## src/rtl/ahb_sim_ctrl_slv.sv

```systemverilog
// AHB-Lite simulation control responder: console character FIFO, pass/fail magic words, STATUS read-back.
// Optional watchdog that forces a fail verdict after a retire-free interval: define SIM_CTRL_WDOG_EN.
module ahb_sim_ctrl_slv #(
  parameter int          FIFO_DEPTH  = 16,
  parameter logic [11:0] DATA_OFS    = 12'hFF8,
  parameter logic [11:0] STAT_OFS    = 12'hFFC,
  parameter int          TIMEOUT_CYC = 5000
) (
  input  logic        hclk,
  input  logic        hrst,
  input  logic        hsel,
  input  logic [1:0]  htrans,
  input  logic [31:0] haddr,
  input  logic        hwrite,
  input  logic [2:0]  hsize,
  input  logic [31:0] hwdata,
  input  logic        hready,
  output logic        hready_resp,
  output logic [1:0]  hresp,
  output logic [31:0] hrdata,
  output logic        char_vld,
  output logic [7:0]  char_data,
  input  logic        char_rdy,
  output logic        sim_done,
  output logic        sim_pass
`ifdef SIM_CTRL_WDOG_EN
  ,
  input  logic        retire
`endif
);

  localparam int               AW       = (FIFO_DEPTH > 1) ? $clog2(FIFO_DEPTH) : 1;
  localparam logic [AW-1:0]    PTR_ONE  = 1;
  localparam logic [AW:0]      CNT_ONE  = 1;
  localparam logic [AW:0]      CNT_FULL = FIFO_DEPTH[AW:0];
  localparam logic [31:0]      TMO_LAST = 32'(TIMEOUT_CYC - 1);

  typedef enum logic [2:0] {S_IDLE, S_DPH, S_STALL, S_DRAIN, S_DONE} state_t;

  state_t          state, state_nxt;
  logic            vld_p1, wr_p1;
  logic [11:0]     ofs_p1;
  logic [2:0]      size_p1;
  logic [AW-1:0]   wr_ptr, rd_ptr;
  logic [AW:0]     count;
  logic [7:0]      mem [FIFO_DEPTH];
  logic            verdict;
  logic            accept_p0, wr_data, rd_stat, magic, pop, push, full, empty;
  logic            verdict_set, verdict_val, done_set, timeout;
  logic [8:0]      cnt_ext;
  logic            unused_ok;

  function automatic logic is_pass(input logic [31:0] w);
    return (w == 32'h0000_0FFF) || (w == 32'hFFFF_0000);
  endfunction

  function automatic logic is_fail(input logic [31:0] w);
    return (w == 32'h0000_0EEE) || (w == 32'hEEEE_0000);
  endfunction

  function automatic logic [31:0] status_word(input logic [7:0] c, input logic e, input logic f,
                                              input logic p, input logic d);
    return {16'b0, c, 4'b0, e, f, p, d};
  endfunction

  // Address phase -> data phase
  assign accept_p0 = hsel & hready & htrans[1];

  always_ff @(posedge hclk or posedge hrst) begin
    if (hrst) begin
      vld_p1  <= 1'b0;
      wr_p1   <= 1'b0;
      ofs_p1  <= '0;
      size_p1 <= '0;
    end else if (hready) begin
      vld_p1 <= accept_p0;
      if (accept_p0) begin
        wr_p1   <= hwrite;
        ofs_p1  <= haddr[11:0];
        size_p1 <= hsize;
      end
    end
  end

  // Data phase decode
  assign wr_data = vld_p1 & wr_p1 & (ofs_p1 == DATA_OFS);
  assign rd_stat = vld_p1 & ~wr_p1 & (ofs_p1 == STAT_OFS);
  assign magic   = is_pass(hwdata) | is_fail(hwdata);
  assign empty   = (count == '0);
  assign full    = (count == CNT_FULL);
  assign pop     = char_vld & char_rdy;
  assign cnt_ext = 9'(count);

`ifdef SIM_CTRL_WDOG_EN
  logic [31:0] wdog_cnt;

  always_ff @(posedge hclk or posedge hrst) begin
    if (hrst)        wdog_cnt <= '0;
    else if (retire) wdog_cnt <= '0;
    else             wdog_cnt <= wdog_cnt + 32'd1;
  end

  assign timeout = (wdog_cnt == TMO_LAST) & ~retire;
`else
  logic [31:0] unused_tmo;
  assign unused_tmo = TMO_LAST;
  assign timeout    = 1'b0;
`endif

  always_comb begin
    state_nxt   = state;
    hready_resp = 1'b1;
    push        = 1'b0;
    verdict_set = 1'b0;
    verdict_val = 1'b0;
    done_set    = 1'b0;
    case (state)
      S_IDLE, S_DPH: begin
        state_nxt = accept_p0 ? S_DPH : S_IDLE;
        if (wr_data) begin
          if (magic) begin
            verdict_set = 1'b1;
            verdict_val = is_pass(hwdata);
            state_nxt   = S_DRAIN;
          end else if (full && !pop) begin
            hready_resp = 1'b0;
            state_nxt   = S_STALL;
          end else begin
            push = 1'b1;
          end
        end
      end
      S_STALL: begin
        hready_resp = pop;
        if (pop) begin
          push      = 1'b1;
          state_nxt = accept_p0 ? S_DPH : S_IDLE;
        end
      end
      S_DRAIN: begin
        if (empty) begin
          done_set  = 1'b1;
          state_nxt = S_DONE;
        end
      end
      default: state_nxt = S_DONE;
    endcase
    // A magic word seen this cycle wins over the watchdog
    if (timeout && !verdict_set && (state != S_DRAIN) && (state != S_DONE)) begin
      verdict_set = 1'b1;
      verdict_val = 1'b0;
      if (empty && !push) begin
        done_set  = 1'b1;
        state_nxt = S_DONE;
      end else begin
        state_nxt = S_DRAIN;
      end
    end
  end

  always_ff @(posedge hclk or posedge hrst) begin
    if (hrst) begin
      state    <= S_IDLE;
      verdict  <= 1'b0;
      sim_done <= 1'b0;
      sim_pass <= 1'b0;
    end else begin
      state <= state_nxt;
      if (verdict_set) verdict <= verdict_val;
      if (done_set) begin
        sim_done <= 1'b1;
        sim_pass <= verdict_set ? verdict_val : verdict;
      end
    end
  end

  // Character FIFO
  always_ff @(posedge hclk or posedge hrst) begin
    if (hrst) begin
      wr_ptr <= '0;
      rd_ptr <= '0;
      count  <= '0;
    end else begin
      if (push) wr_ptr <= wr_ptr + PTR_ONE;
      if (pop)  rd_ptr <= rd_ptr + PTR_ONE;
      if (push && !pop)      count <= count + CNT_ONE;
      else if (pop && !push) count <= count - CNT_ONE;
    end
  end

  always_ff @(posedge hclk) begin
    if (push) mem[wr_ptr] <= hwdata[7:0];
  end

  assign char_vld  = ~empty;
  assign char_data = mem[rd_ptr];
  assign hresp     = 2'b00;

  always_comb begin
    hrdata = '0;
    if (rd_stat) hrdata = status_word(cnt_ext[7:0], empty, full, sim_pass, sim_done);
  end

  assign unused_ok = ^{haddr[31:12], htrans[0], size_p1};

endmodule
```

## config.mk

```make
export PLATFORM = sky130hd
export DESIGN_NAME = ahb_sim_ctrl_slv
export DESIGN_NICKNAME = d
export VERILOG_FILES = /design/src/rtl/ahb_sim_ctrl_slv.sv
export SDC_FILE = /design/constraint.sdc
export NUM_CORES = 1
export LEC_CHECK = 0
export BUFFER_PORTS_ARGS = -buffer_cell sky130_fd_sc_hd__buf_2
export CAP_MARGIN = 30
export CORE_ASPECT_RATIO = 1.75
export CORE_MARGIN = 2
export CORE_UTILIZATION = 58
export CTS_BUF_LIST = sky130_fd_sc_hd__clkbuf_8
export DETAILED_ROUTE_END_ITERATION = 16
export PLACE_DENSITY = 0.84
export REMOVE_ABC_BUFFERS = 1
export SLEW_MARGIN = 20
export SYNTH_ARGS = -nofsm -noshare
export SYNTH_HDL_FRONTEND = slang
export SYNTH_SLANG_ARGS = --single-unit
```

## constraint.sdc

```tcl
create_clock -name hclk -period 4.25 [get_ports hclk]
set_input_delay 0.85 -clock hclk [delete_from_list [all_inputs] [get_ports hclk]]
set_output_delay 0.85 -clock hclk [all_outputs]
set_load 0.05 [all_outputs]
```

==> impl_metrics.env, run 1 <==
export IMPL_outcome="complete, no violations"
export IMPL_path_class="in2out"
export IMPL_htree_levels=4
export IMPL_cts_setup_buffers=0
export IMPL_worst_r2r_endpoint="count[4]"
export IMPL_wl_um=14000
export IMPL_ys_top_cells_by_count="128 x edfxtp_1, 40 x mux4_2, 33 x dfrtp_1"
export IMPL_die_area_um2=13100
export IMPL_sw_frac_of_total=0.326
export IMPL_fin_skew_ns=0.0158
export IMPL_hold_viol_final=0
export IMPL_path_max_fanout=3
export IMPL_grt_overflow=0
export IMPL_synthMostInstantiatedCell="edfxtp_1"
export IMPL_start_util=0.593
export IMPL_die_x_um=87.5
export IMPL_ctsResizeCount=0
export IMPL_hpwl_um=10200
export IMPL_synth_area_um2=7080
export IMPL_vias=3844
export IMPL_cts_root_buffer="clkbuf_8"
export IMPL_clock_sinks=161
export IMPL_ir_drop_v=0.000279
export IMPL_p_clk_frac=0.262
export IMPL_wl_per_cell_um=21.6
export IMPL_rows=53
export IMPL_synth_area_top_cells="edfxtp_1 54%, mux4_2 13%, dfrtp_1 12%"
export IMPL_cap_violations=0
export IMPL_finalSetupViolCount=0
export IMPL_drive_above_1_share=0.389
export IMPL_clk_path_buf_depth=2
export IMPL_grt_pass1_vias=4031
export IMPL_drt_initial_drc_count=246
export IMPL_power_density_nw_per_um2=544
export IMPL_synth_edff_count=128
export IMPL_slew_headroom=0.352
export IMPL_synthDistinctLibCells=56
export IMPL_io_buffers=71
export IMPL_grt_max_degree=34
export IMPL_critPathCaptureType="output pin"
export IMPL_nets=584
export IMPL_reg2reg_depth=15
export IMPL_io_pins=121
export IMPL_syn_area_per_cell_um2=17.5
export IMPL_leakagePower_uw=0.00295
export IMPL_synth_seq_cells=161
export IMPL_power_frac_comb=0.295
export IMPL_regToRegStartpoint="count[0]"
export IMPL_grt_usage=0.234
export IMPL_worst_pin_slew_ns=0.967
export IMPL_power_switching_uw=1420
export IMPL_ys_seq_area_frac=0.659
export IMPL_yosysTopAreaCell="edfxtp_1"
export IMPL_r2r_slack_ns=0.78
export IMPL_cp_arrival_ns=3.10
export IMPL_core_area_um2=11900
export IMPL_crit_path_start_kind="primary input"
export IMPL_ys_warnings_count=0
export IMPL_synth_flop_cell="edfxtp_1"
export IMPL_hold_buffers=0
export IMPL_drc=0
export IMPL_tritoncts="yes"
export IMPL_syn_to_final_growth_pct=13.3
export IMPL_cts_buffers_inserted=17
export IMPL_slew_violations=0
export IMPL_period_needed_ns=3.95
export IMPL_syn_inst=405
export IMPL_dr_pass1_iters=4
export IMPL_clk_pin_slew_ns=0.08
export IMPL_max_freq_mhz=253
export IMPL_pwr_share_seq=0.442
export IMPL_hold_path_class="in2async"
export IMPL_holdWs_ns=0.484
export IMPL_p_int_uw=2940
export IMPL_async_reset_ff_frac=0.205
export IMPL_yosys_area_top_type_share=0.543
export IMPL_fin_tns_setup_ns=0
export IMPL_antenna_cells=0
export IMPL_clock_latency_ns=0.45
export IMPL_crit_required_ns=3.40
export IMPL_grt_pass1_wl_um=21900
export IMPL_rsz0062_at_grt="no"
export IMPL_die_h_um=150
export IMPL_post_route_period_util=0.930
export IMPL_place_inst=615
export IMPL_antenna_found_initial=0
export IMPL_gp_congestion=0.779
export IMPL_drtAntennaViolNets=0
export IMPL_via_per_inst=5.93
export IMPL_layoutNonFillerInstCount=648
cell families (layout without fill, tap and decap cells):
logic type / after synthesis / after routing / share of synthesized area
flip-flops: 161 / 161 / 0.659
AND/OR/NAND/NOR: 95 / 95 / 0.0949
multiplexers: 55 / 55 / 0.151
buffers and inverters: 49 / 131 / 0.0417
AO/OA/AOI/OAI: 23 / 23 / 0.0203
XOR/XNOR: 11 / 11 / 0.0136
adder cells (fa/ha/maj): 10 / 10 / 0.0187
other: 1 / 25 / 0.000529
worst max-delay path by stage:
stage                     from  slack (ns)     endpoint
floorplan           hwdata[17]        0.43     count[4]
global route         hwdata[5]        0.17  hready_resp
detailed placement  hwdata[17]        0.25     count[4]
global placement    hwdata[17]        0.30     count[4]
finish              hwdata[17]        0.30  hready_resp
CTS                 hwdata[17]        0.33  hready_resp
cells in the final DEF (no fill, tap or decap), drive strengths merged, types with 2 or more instances in the layout:
cell      instances
a21o              3
a21oi             4
and2              9
and2b             2
and3              3
and4              3
buf              89
bufinv            3
clkbuf           19
clkinv            3
clkinvlp          2
conb             25
dfrtp            33
edfxtp          128
ha                9
inv              15
mux2             15
mux4             40
nand2            15
nand2b            4
nand3             3
nand4             7
nor2             11
nor3             13
nor3b             5
nor4              6
nor4b             5
o21ai            11
or4               3
xnor2             9
xor2              2
power by group through the flow:
stage,Sequential [uW],Combinational [uW],Clock [uW]
final,1930,1290,1140
after global routing,1950,1370,1220
after CTS,1930,1310,1160
after detailed placement,1970,1310,0
after global placement,1960,1280,0
after floorplan,1990,949,0
state kept, by name (all words and copies together) (netlist names):
signal	count
count	5
state	3
ofs_p1	12
sim_pass	1
verdict	1
sim_done	1
vld_p1	1
rd_ptr	4
mem	128
wr_p1	1
wr_ptr	4
layout make-up:
type	instances	area, um2
clock buffers	17	234
clock inverters	14	178
fillers	802	3910
inverters	9	33.8
multi-input cells	219	2230
flip-flops and latches	161	4670
well taps	137	171
repair buffers	91	513
layer usage:
layer	global-route usage	wire length, um	vias up
met4	0.111	581	0
met5	0	0	-
met3	0.0504	737	29
met2	0.422	7990	158
li1	-	-	1738
met1	0.255	4670	1919
worst max-delay path, cell delays in order:
cell and delay, ns:
buf_2 0.10, or4b_1 0.52, or4_4 0.53, nor3_4 0.28, nor4_1 0.09, nor3_1 0.29, or3b_1 0.18, buf_2 0.26
metrics by stage:
step           power (uW)  worst slack (ns)  instance area, um2  utilization
2_1_floorplan        2940             0.435                6910            -
3_3_place_gp         3240             0.303                7610        0.637
3_5_place_dp         3270             0.254                7610        0.637
4_1_cts              4410             0.332                8020        0.672
5_1_grt              4550             0.166                8030        0.673
6_report             4360             0.298                8030        0.673
No activity file was read; power rests on OpenSTA's default activity.
==> inputs of run 2 (changes only) <==
--- a/config.mk
+++ b/config.mk
@@ -7,13 +7,15 @@
 export LEC_CHECK = 0
 export BUFFER_PORTS_ARGS = -buffer_cell sky130_fd_sc_hd__buf_2
 export CAP_MARGIN = 30
+export CELL_PAD_IN_SITES_DETAIL_PLACEMENT = 1
+export CELL_PAD_IN_SITES_GLOBAL_PLACEMENT = 2
 export CORE_ASPECT_RATIO = 1.75
 export CORE_MARGIN = 2
-export CORE_UTILIZATION = 58
+export CORE_UTILIZATION = 42
 export CTS_BUF_LIST = sky130_fd_sc_hd__clkbuf_8
+export CTS_CLUSTER_DIAMETER = 40
 export DETAILED_ROUTE_END_ITERATION = 16
 export PLACE_DENSITY = 0.84
-export REMOVE_ABC_BUFFERS = 1
 export SLEW_MARGIN = 20
 export SYNTH_ARGS = -nofsm -noshare
 export SYNTH_HDL_FRONTEND = slang
==> impl_metrics.env, run 2 (same netlist as run 1, synthesis figures left out) <==
export IMPL_drt_initial_drc_count=211
export IMPL_via_per_inst=5.29
export IMPL_power_uw=4280
export IMPL_outcome="complete, no violations"
export IMPL_path_class="in2out"
export IMPL_max_freq_mhz=259
export IMPL_cpMostUsedCell="buf_2"
export IMPL_grt_pass1_vias=4405
export IMPL_cap_violations=0
export IMPL_htree_levels=4
export IMPL_cts_root_buffer="clkbuf_8"
export IMPL_ctsResizeCount=0
export IMPL_rsz0062_at_grt="no"
export IMPL_regToRegStartpoint="ofs_p1[1]"
export IMPL_post_route_period_util=0.910
export IMPL_hold_buffers=0
export IMPL_fin_tns_setup_ns=0
export IMPL_rows=62
export IMPL_grt_usage=0.187
export IMPL_slew_headroom=0.396
export IMPL_max_stage_delay_ns=0.62
export IMPL_cp_slowest_cell="or4_4"
export IMPL_crit_required_ns=3.40
export IMPL_leakagePower_uw=0.00293
export IMPL_reg_top3="mem x128, ofs_p1 x12, count x5"
export IMPL_worst_r2r_endpoint="count[4]"
export IMPL_crit_path_start_kind="primary input"
export IMPL_io_pins=121
export IMPL_finalInstanceArea_um2=8100
export IMPL_clock_latency_ns=0.45
export IMPL_cts_setup_buffers=0
export IMPL_hold_path_class="in2async"
export IMPL_drc=0
export IMPL_syn_to_final_growth_pct=14.4
export IMPL_die_x_um=102
export IMPL_largest_reg_flops=128
export IMPL_die_h_um=176
export IMPL_die_area_um2=18000
export IMPL_period_needed_ns=3.87
export IMPL_cts_buffers_inserted=17
export IMPL_drtAntennaViolNets=0
export IMPL_critPathCaptureType="output pin"
export IMPL_io_buffers=71
export IMPL_slew_violations=0
export IMPL_cp_arrival_ns=3.02
export IMPL_hold_viol_final=0
export IMPL_core_area_um2=16400
export IMPL_dpl_cell_area_um2=7730
export IMPL_drive_above_1_share=0.390
export IMPL_fin_skew_ns=0.0157
export IMPL_nets=585
export IMPL_wl_um=15700
export IMPL_grt_max_degree=34
export IMPL_wl_per_cell_um=21.3
export IMPL_cp_cell_sequence="buf_2 > nand4_1 > or4_4 > nor3_4 > nor4_1 > nor3_1 > or3b_1 > buf_2"
export IMPL_final_cell_mix="128 x edfxtp_1, 71 x buf_2, 40 x mux4_2"
export IMPL_ir_drop_v=0.000330
export IMPL_antenna_found_initial=0
export IMPL_finalSetupViolCount=0
export IMPL_clock_sinks=161
export IMPL_r2r_slack_ns=0.68
export IMPL_power_density_nw_per_um2=528
export IMPL_reg2reg_depth=15
export IMPL_worst_pin_slew_ns=0.901
export IMPL_antenna_cells=0
export IMPL_critPathBufInv=2
export IMPL_vias=3899
export IMPL_clk_path_buf_depth=2
export IMPL_regMostFlops="mem"
export IMPL_layout_commonest_cell="edfxtp_1"
export IMPL_start_util=0.431
export IMPL_grt_overflow=0
export IMPL_gp_congestion=0.768
export IMPL_hpwl_um=11400
export IMPL_grt_pass1_wl_um=24500
export IMPL_tritoncts="yes"
export IMPL_clk_pin_slew_ns=0.09
export IMPL_dr_pass1_iters=4
export IMPL_critPathTopFamily="simple AND/OR/NAND/NOR gates"
export IMPL_path_max_fanout=18
-- run 2: area by class of cell --
cell class              count  area, um2
clock buffers              17        234
clock inverters            15        136
fillers                  1621       8340
inverters                   9       33.8
multi-input cells         219       2220
flip-flops and latches    161       4670
well taps                 224        280
repair buffers             92        526
-- run 2: how the worst max path moves through the flow --
stage	startpoint	to	slack [ns]	cells after the start
2_1_floorplan	hwdata[17]	count[4]	0.38	15
3_3_place_gp	hwdata[3]	count[4]	0.32	17
3_5_place_dp	hwdata[3]	count[4]	0.17	17
4_1_cts	hwdata[3]	hready_resp	0.34	8
5_1_grt	hwdata[3]	hready_resp	0.20	8
6_report	hwdata[3]	hready_resp	0.38	8
-- run 2: per-layer routing --
metal | vias up | track usage | share of wire
li1 | 1738 | - | -
met1 | 2005 | 0.206 | 0.36
met2 | 126 | 0.336 | 0.57
met3 | 30 | 0.0442 | 0.041
met4 | 0 | 0.0822 | 0.030
met5 | - | 0 | 0
-- run 2: tightest hold or removal path: cells and delay by family --
family | cells | cell delay, ns
buffers and inverters | 3 | 0.51
-- run 2: report_power, final --
part	total [uW]	switching (uW)	internal, uW
registers	1930	158	1770
logic	1300	720	578
clock network	1050	580	468
total	4280	1460	2820
-- run 2: per-stage QoR --
stage	utilization	hold WS, ns	instances	worst slack (ns)
final	0.493	0.483	737	0.383
after global routing	0.493	0.508	737	0.198
after CTS	0.493	0.478	737	0.339
after detailed placement	0.470	0.473	705	0.175
after global placement	0.470	0.472	705	0.319
after floorplan	-	0.458	429	0.381
==> inputs of run 3 (changes only) <==
--- a/config.mk
+++ b/config.mk
@@ -11,11 +11,11 @@
 export CELL_PAD_IN_SITES_GLOBAL_PLACEMENT = 2
 export CORE_ASPECT_RATIO = 1.75
 export CORE_MARGIN = 2
-export CORE_UTILIZATION = 42
-export CTS_BUF_LIST = sky130_fd_sc_hd__clkbuf_8
+export CORE_UTILIZATION = 41
 export CTS_CLUSTER_DIAMETER = 40
 export DETAILED_ROUTE_END_ITERATION = 16
-export PLACE_DENSITY = 0.84
+export PLACE_DENSITY = 0.82
+export SETUP_SLACK_MARGIN = 0.4
 export SLEW_MARGIN = 20
 export SYNTH_ARGS = -nofsm -noshare
 export SYNTH_HDL_FRONTEND = slang
==> impl_metrics.env, run 3 (same netlist as run 1, synthesis figures left out) <==
export IMPL_worst_pin_slew_ns=0.762
export IMPL_critPathTopFamily="simple AND/OR/NAND/NOR gates"
export IMPL_critPathBufInv=2
export IMPL_cts_root_buffer="clkbuf_16"
export IMPL_clk_path_buf_depth=2
export IMPL_rsz0062_at_grt="no"
export IMPL_die_x_um=103
export IMPL_hold_path_depth=1
export IMPL_clock_sinks=161
export IMPL_layout_commonest_cell="edfxtp_1"
export IMPL_post_route_period_util=0.873
export IMPL_syn_to_final_growth_pct=17.9
export IMPL_clk_pin_slew_ns=0.07
export IMPL_vias=3891
export IMPL_place_inst=706
export IMPL_io_buffers=71
export IMPL_cts_buffers_inserted=17
export IMPL_grt_pass1_vias=4216
export IMPL_max_stage_delay_ns=0.51
export IMPL_largest_reg_flops=128
export IMPL_wl_um=15500
export IMPL_outcome="complete, no violations"
export IMPL_path_max_fanout=3
export IMPL_leakagePower_uw=0.00303
export IMPL_grt_usage=0.182
export IMPL_cp_cell_sequence="buf_2 > or4b_1 > or4_4 > nor3_4 > nor4_1 > nor3_1 > or3b_1 > clkbuf_4"
export IMPL_grt_overflow=0
export IMPL_wl_per_cell_um=21.0
export IMPL_grt_pass1_wl_um=23900
export IMPL_drt_initial_drc_count=199
export IMPL_regMostFlops="mem"
export IMPL_reg2reg_depth=14
export IMPL_final_cell_mix="128 x edfxtp_1, 70 x buf_2, 40 x mux4_2"
export IMPL_htree_levels=4
export IMPL_start_util=0.418
export IMPL_crit_required_ns=3.40
export IMPL_drtAntennaViolNets=0
export IMPL_via_per_inst=5.27
export IMPL_critPathCaptureType="output pin"
export IMPL_power_density_nw_per_um2=572
export IMPL_finalSetupViolCount=0
export IMPL_hold_path_class="reg2reg"
export IMPL_nets=583
export IMPL_tritoncts="yes"
export IMPL_gp_congestion=0.783
export IMPL_cp_slowest_cell="or4b_1"
export IMPL_antenna_found_initial=0
export IMPL_antenna_cells=0
export IMPL_cap_violations=0
export IMPL_fin_tns_setup_ns=0
export IMPL_clock_latency_ns=0.42
export IMPL_die_h_um=178
export IMPL_drc=0
export IMPL_layoutNonFillerInstCount=738
export IMPL_ir_drop_v=0.000269
export IMPL_max_freq_mhz=270
export IMPL_hold_buffers=0
export IMPL_io_pins=121
export IMPL_hpwl_um=11000
export IMPL_die_area_um2=18400
export IMPL_path_class="in2out"
export IMPL_rows=63
export IMPL_cp_arrival_ns=2.86
export IMPL_crit_path_start_kind="primary input"
export IMPL_slew_headroom=0.490
export IMPL_period_needed_ns=3.71
export IMPL_reg_top3="mem x128, ofs_p1 x12, count x5"
export IMPL_dr_pass1_iters=4
export IMPL_slew_violations=0
export IMPL_core_area_um2=16900
export IMPL_drive_above_1_share=0.389
export IMPL_fin_skew_ns=0.0103
export IMPL_path_depth=8
export IMPL_hold_viol_final=0
export IMPL_grt_max_degree=34
-- run 3: cell count changes in the layout (fill, tap and decap cells not counted), sizes merged --
cell,previous run,this run
clkinv,4,1
inv,14,17
buf,92,89
bufinv,1,2
clkbuf,17,19
clkinvlp,5,3
-- run 3: per-stage QoR --
stage / util / instance area (um2) / hold WS (ns) / setup slack (ns) / power [uW]
after floorplan: - / 7170 / 0.458 / 0.430 / 2980
after global placement: 0.457 / 7740 / 0.482 / 0.347 / 3260
after detailed placement: 0.457 / 7750 / 0.484 / 0.326 / 3310
after CTS: 0.492 / 8350 / 0.511 / 0.490 / 4840
after global routing: 0.493 / 8350 / 0.529 / 0.406 / 4970
final: 0.493 / 8350 / 0.503 / 0.541 / 4780
-- run 3: layout make-up --
cell class	instances	area (um2)
clock buffer	18	429
clock inverter	14	169
fill	1633	8600
inverter	9	33.8
multi-input combinational	219	2240
sequential	161	4670
tap	227	284
timing repair buffer	90	526
-- run 3: worst paths after layout --
| path | slack (ns) | to | start |
|---|---|---|---|
| max in group asynchronous | 3.39 | rd_ptr[0] | hrst |
| worst min-delay path | 0.50 | ofs_p1[1] | ofs_p1[1] |
| min in group asynchronous | 0.52 | ofs_p1[9] | hrst |
| worst min register to register | 0.50 | ofs_p1[1] | ofs_p1[1] |
| worst max-delay path | 0.54 | hready_resp | hwdata[17] |
| worst max register to register | 0.83 | count[4] | ofs_p1[1] |
-- run 3: worst reg2reg max path: stages, from the launching register on --
cell	delay (ns)
dfrtp_1	0.37
nand4bb_1	0.22
or4_4	0.57
nand2b_4	0.18
nor4b_4	0.45
nor2_8	0.06
inv_2	0.06
ha_1	0.17
inv_1	0.11
fa_1	0.42
a21o_1	0.20
a21oi_1	0.16
xnor2_1	0.13
nor2_1	0.06
xor2_1	0.14
-- run 3: what timing repair did --
item / in CTS / in global routing
setup buffers: 0 / 0
endpoints found under the setup margin: 0 / 1
resized for setup: 0 / 1
-- run 3: where the power goes --
group          leakage [uW]  switching, uW  total, uW  internal [uW]
clock network      0.000284            644       1530            887
registers           0.00155            178       1950           1770
logic               0.00120            700       1290            593
total               0.00303           1520       4780           3250
-- run 3: routing by layer --
| metal | global-route usage | vias to the layer above | routed length (um) | part of all wire |
|---|---|---|---|---|
| li1 | - | 1735 | - | - |
| met1 | 0.207 | 1979 | 5660 | 0.37 |
| met2 | 0.322 | 151 | 8580 | 0.55 |
| met3 | 0.0370 | 26 | 732 | 0.047 |
| met4 | 0.0800 | 0 | 524 | 0.034 |
| met5 | 0 | - | 0 | 0 |
